File: src/rtl/lifo1i1o_ctrl_pkg.sv
// rtl/lifo1i1o_ctrl_pkg.sv - shared types and width helper for the LIFO controller
package lifo1i1o_ctrl_pkg;

   typedef enum logic {
      ZS_IDLE  = 1'b0,
      ZS_SWEEP = 1'b1
   } zs_state_e;

   function automatic int lifo_clog2(input int n);
      return $clog2(n);
   endfunction

endpackage

File: src/rtl/lifo1i1o_zsweep.sv
// rtl/lifo1i1o_zsweep.sv - post-reset zeroize sweep FSM and address counter
module lifo1i1o_zsweep
   import lifo1i1o_ctrl_pkg::*;
#(
   parameter int SZ = 16,
   parameter int AW = lifo_clog2(SZ)
) (
   input  logic          clk_i,
   input  logic          rst_i,
   output logic          busy_o,
   output logic [AW-1:0] zc_o
);

   zs_state_e     state_q, state_d;
   logic [AW-1:0] zc_q, zc_d;

   always_comb begin
      state_d = state_q;
      zc_d    = zc_q;
      if (state_q == ZS_SWEEP) begin
         zc_d = zc_q + 1'b1;
         if (zc_q == AW'(SZ - 1)) state_d = ZS_IDLE;
      end
   end

   // Reset parks the FSM in SWEEP at entry 0, so a reset mid-sweep restarts it.
   always_ff @(posedge clk_i) begin
      if (rst_i) begin
         state_q <= ZS_SWEEP;
         zc_q    <= '0;
      end else begin
         state_q <= state_d;
         zc_q    <= zc_d;
      end
   end

   assign busy_o = (state_q == ZS_SWEEP);
   assign zc_o   = zc_q;

endmodule

File: src/rtl/lifo1i1o_ctrl.sv
// rtl/lifo1i1o_ctrl.sv - stack controller driving an external ram1i1o; optional LIFO1I1O_ZEROIZE_EN
module lifo1i1o_ctrl
   import lifo1i1o_ctrl_pkg::*;
#(
   parameter int SZ = 16,
   parameter int DW = 32
) (
   input  logic                       clk_i,
   input  logic                       rst_i,
   input  logic                       push_i,
   input  logic                       pop_i,
   input  logic [DW-1:0]              data_i,
   output logic [DW-1:0]              data_o,
   output logic                       full_o,
   output logic                       empty_o,
   output logic [lifo_clog2(SZ):0]    usage_o,
   output logic                       busy_o,
   output logic                       ram_we_o,
   output logic [lifo_clog2(SZ)-1:0]  ram_addr_o,
   output logic [DW-1:0]              ram_data_o,
   input  logic [DW-1:0]              ram_data_i
);

   localparam int AW = lifo_clog2(SZ);
   localparam int UW = AW + 1;

   logic [UW-1:0] sp_q, sp_d;
   logic [UW-1:0] sp_m1;
   logic [AW-1:0] st_addr;
   logic          full, empty, pe, po, busy;

   assign full  = (sp_q == UW'(SZ));
   assign empty = (sp_q == '0);
   assign sp_m1 = sp_q - 1'b1;

   // Requests are dropped while reset or the sweep owns the RAM port.
   assign pe = push_i & (~full | pop_i) & ~rst_i & ~busy;
   assign po = pop_i & ~empty & ~rst_i & ~busy;

   assign st_addr = (pe & ~po) ? sp_q[AW-1:0] : sp_m1[AW-1:0];

   always_comb begin
      sp_d = sp_q;
      case ({pe, po})
         2'b10:   sp_d = sp_q + 1'b1;
         2'b01:   sp_d = sp_m1;
         default: sp_d = sp_q;
      endcase
   end

   always_ff @(posedge clk_i) begin
      if (rst_i) sp_q <= '0;
      else       sp_q <= sp_d;
   end

`ifdef LIFO1I1O_ZEROIZE_EN
   logic [AW-1:0] zc;

   lifo1i1o_zsweep #(
      .SZ (SZ),
      .AW (AW)
   ) u_zsweep (
      .clk_i  (clk_i),
      .rst_i  (rst_i),
      .busy_o (busy),
      .zc_o   (zc)
   );

   assign ram_we_o   = busy ? ~rst_i : pe;
   assign ram_addr_o = busy ? zc : st_addr;
   assign ram_data_o = busy ? '0 : data_i;
`else
   assign busy       = 1'b0;
   assign ram_we_o   = pe;
   assign ram_addr_o = st_addr;
   assign ram_data_o = data_i;
`endif

   assign data_o  = ram_data_i;
   assign full_o  = full;
   assign empty_o = empty;
   assign usage_o = sp_q;
   assign busy_o  = busy;

endmodule

File: config.mk
export PLATFORM = sky130hd
export DESIGN_NAME = lifo1i1o_ctrl
export DESIGN_NICKNAME = d
export VERILOG_FILES = /design/src/rtl/lifo1i1o_ctrl_pkg.sv /design/src/rtl/lifo1i1o_zsweep.sv /design/src/rtl/lifo1i1o_ctrl.sv
export SDC_FILE = /design/constraint.sdc
export NUM_CORES = 1
export LEC_CHECK = 0
export ABC_AREA = 1
export CORE_UTILIZATION = 23
export CTS_CLUSTER_SIZE = 20
export DETAILED_ROUTE_END_ITERATION = 16
export GPL_ROUTABILITY_DRIVEN = 0
export PLACE_DENSITY = 0.89
export SLEW_MARGIN = 25
export SYNTH_ARGS = -nofsm -noshare
export SYNTH_HDL_FRONTEND = slang
export SYNTH_HIERARCHICAL = 1
export SYNTH_SLANG_ARGS = --single-unit
File: constraint.sdc
create_clock -name clk_i -period 2 [get_ports clk_i]
set_input_delay 0.4 -clock clk_i [delete_from_list [all_inputs] [get_ports clk_i]]
set_output_delay 0.4 -clock clk_i [all_outputs]
set_load 0.01 [all_outputs]
==> flow_summary.json <==
{
  "finalPower_uw": 672,
  "layout-drive-gt1-share": 0.443,
  "wl_um": 1840,
  "cts_sinks": 5,
  "syn_inst": 134,
  "switching_share": 0.357,
  "grt_max_degree": 8,
  "grt_pass1_vias": 621,
  "ys_warn_count": 6,
  "vdd_drop_max_mv": 0.187,
  "syn_area_um2": 936,
  "vias": 621,
  "dieArea_mm2": 0.00433,
  "synth_edf_count": 0,
  "worst_setup_path_start_kind": "flip-flop",
  "remaining_drc_errors": 0,
  "ff2ff_setup_slack_ns": 0.18,
  "ys_seq_elements": 5,
  "clkTransAtPathRegs_ns": 0.03,
  "area_growth_pct": -5.88,
  "cp-end-kind": "output pin",
  "htree_levels": 1,
  "timing.final.max_slew_violations": 0,
  "crit_path_max_fanout": 4,
  "worst_slack_ns": -0.0804,
  "clock_latency_ns": 0.22,
  "period_needed_ns": 2.08,
  "violations": "setup timing",
  "drtAntennaViolNets": 0,
  "synthFlopType": "dfxtp_1",
  "grt_use_total": 0.0919,
  "seqPwrFrac": 0.178,
  "synth_top_area_frac": 0.521,
  "hold_depth": 3,
  "yosysMostFrequentCell": "buf_4",
  "combPwrFrac": 0.547,
  "grt_first_pass_wirelength_um": 2890,
  "utilization": 0.234,
  "num_io_pins": 145,
  "finalHoldViolations": 0,
  "finClkSkew_ns": 0.000980,
  "setup_tns_ns": -0.227,
  "cts_root_buffer": "clkbuf_8",
  "largest_reg_flops": 5,
  "arrival_ns": 1.68,
  "cts_buffers": 3,
  "syn_nets": 206,
  "switchingPower_uw": 240,
  "nets": 179,
  "cts_tree": "built",
  "hold_buffers": 0,
  "dp.cells": 145,
  "synth_area_leaders": "buf_4 52%, dfxtp_1 11%, ha_1 5.3%, inv_1 4.4%, nand2_1 4.4%",
  "wl_per_cell_um": 12.0,
  "status": "finished with violations",
  "synth.cells.most_frequent": "65 x buf_4, 11 x inv_1, 11 x nand2_1",
  "antenna_found_initial": 0,
  "clk_path_buf_depth": 2,
  "rsz0062_at_grt": "yes",
  "min_path_type": "flip-flop to flip-flop",
  "p_int_uw": 432,
  "synth_area_leader_cell": "buf_4",
  "synthArstFlopShare": 0,
  "worstSetupPathType": "flip-flop to output pin",
  "p_leak_nw": 0.427,
  "die_y_um": 65.8,
  "cap_violations": 0,
  "die_w_um": 65.8,
  "initial_core_util": 0.248,
  "via_per_inst": 4.03,
  "portBuffers": 15,
  "drt-pass1-iter-count": 4,
  "timing.final.crit_share": 1.04,
  "first_iter_violations": 11,
  "fin_cells": 154,
  "fmax_ghz": 0.481,
  "p_per_area_mw_per_mm2": 763,
  "rr_worst_depth": 12,
  "setup_viol": 4,
  "yosysUniqueCellTypes": 17,
  "clkPwrFrac": 0.275,
  "avgSynthCellArea_um2": 6.98,
  "n_antenna_cell": 0,
  "crit_required_ns": 1.60,
  "num_rows": 22,
  "core_area_mm2": 0.00377,
  "hpwl_um": 1410,
  "ys_seq_area_frac": 0.107,
  "grt-ovfl-total": 0
}
cell usage in the layout (no fill, tap or decap):
cell type,count
a21oi_1,5
a21oi_2,1
buf_2,4
buf_4,16
buf_6,2
clkbuf_1,1
clkbuf_8,3
clkdlybuf4s50_1,7
conb_1,1
dfxtp_1,3
dfxtp_2,2
dlygate4sd2_1,4
ha_1,2
ha_4,2
inv_1,8
inv_2,5
nand2_1,11
nand2_2,2
nand2_4,1
nand3_1,5
nand3_2,3
nor2_1,6
nor2_2,1
nor2_4,4
o21ai_0,3
o21ai_2,1
xnor2_1,1
xor2_1,2
through the flow:
| step | hold WS (ns) | area [µm²] | worst slack, ns |
|---|---|---|---|
| 2_1_floorplan | 0.511 | 942 | 0.00324 |
| 5_1_grt | 0.633 | 881 | -0.181 |
| 3_5_place_dp | 0.560 | 762 | -0.608 |
| 3_3_place_gp | 0.557 | 762 | -0.580 |
| 4_1_cts | 0.595 | 881 | -0.0848 |
| 6_report | 0.598 | 881 | -0.0804 |
area by class of cell:
| class | instances | area (µm²) |
|---|---|---|
| inverters | 13 | 48.8 |
| fillers | 400 | 2890 |
| repair buffers | 33 | 268 |
| clock buffers | 4 | 45.0 |
| well taps | 48 | 60.1 |
| flip-flops and latches | 5 | 103 |
| multi-input cells | 51 | 357 |
worst max-delay path, stage by stage (launching register included):
cell and delay (ns):
dfxtp_2 0.31, inv_2 0.08, ha_4 0.17, nand2_4 0.06, nor2_4 0.09, nand2_2 0.06, nand3_2 0.07, inv_2 0.05
ha_4 0.18, buf_6 0.13, nor2_4 0.09, a21oi_2 0.04, buf_2 0.14
logic make-up after synthesis:
logic type / after synthesis / share of synthesized area
DFF: 5 / 0.107
adders and majority gates: 4 / 0.0535
buffers and inverters: 78 / 0.574
xor gates and xnor gates: 3 / 0.0281
other: 1 / 0.00401
AOI/OAI and AO/OA: 10 / 0.0535
and+or+nand+nor: 33 / 0.180
power by group through the flow:
stage / combinational, mW / clock [mW] / sequential [mW]
after floorplan: 0.285 / 0 / 0.133
after global placement: 0.330 / 0 / 0.119
after detailed placement: 0.334 / 0 / 0.120
after CTS: 0.367 / 0.189 / 0.120
after global routing: 0.403 / 0.198 / 0.122
final: 0.368 / 0.185 / 0.120
worst paths after layout:
path / startpoint / to
setup / recovery: usage_o[0] / ram_addr_o[2]
hold / removal: usage_o[0] / usage_o[0]
setup reg to reg: usage_o[1] / usage_o[3]
hold reg to reg: usage_o[0] / usage_o[0]
timing repair:
action / 4_1_cts / 5_1_grt
setup buffers: 5 / 0
setup endpoints to repair: 7 / 5
pin swaps: 2 / 0
endpoints found under the hold margin: 0 / 0
resized for setup: 36 / 0
routing by layer:
layer | wire length, µm | track usage | vias up
li1 | - | - | 288
met1 | 735 | 0.0978 | 269
met2 | 736 | 0.114 | 36
met3 | 243 | 0.0638 | 28
met4 | 128 | 0.0924 | 0
met5 | 0 | 0 | -
(Power assumes the default switching activity.)
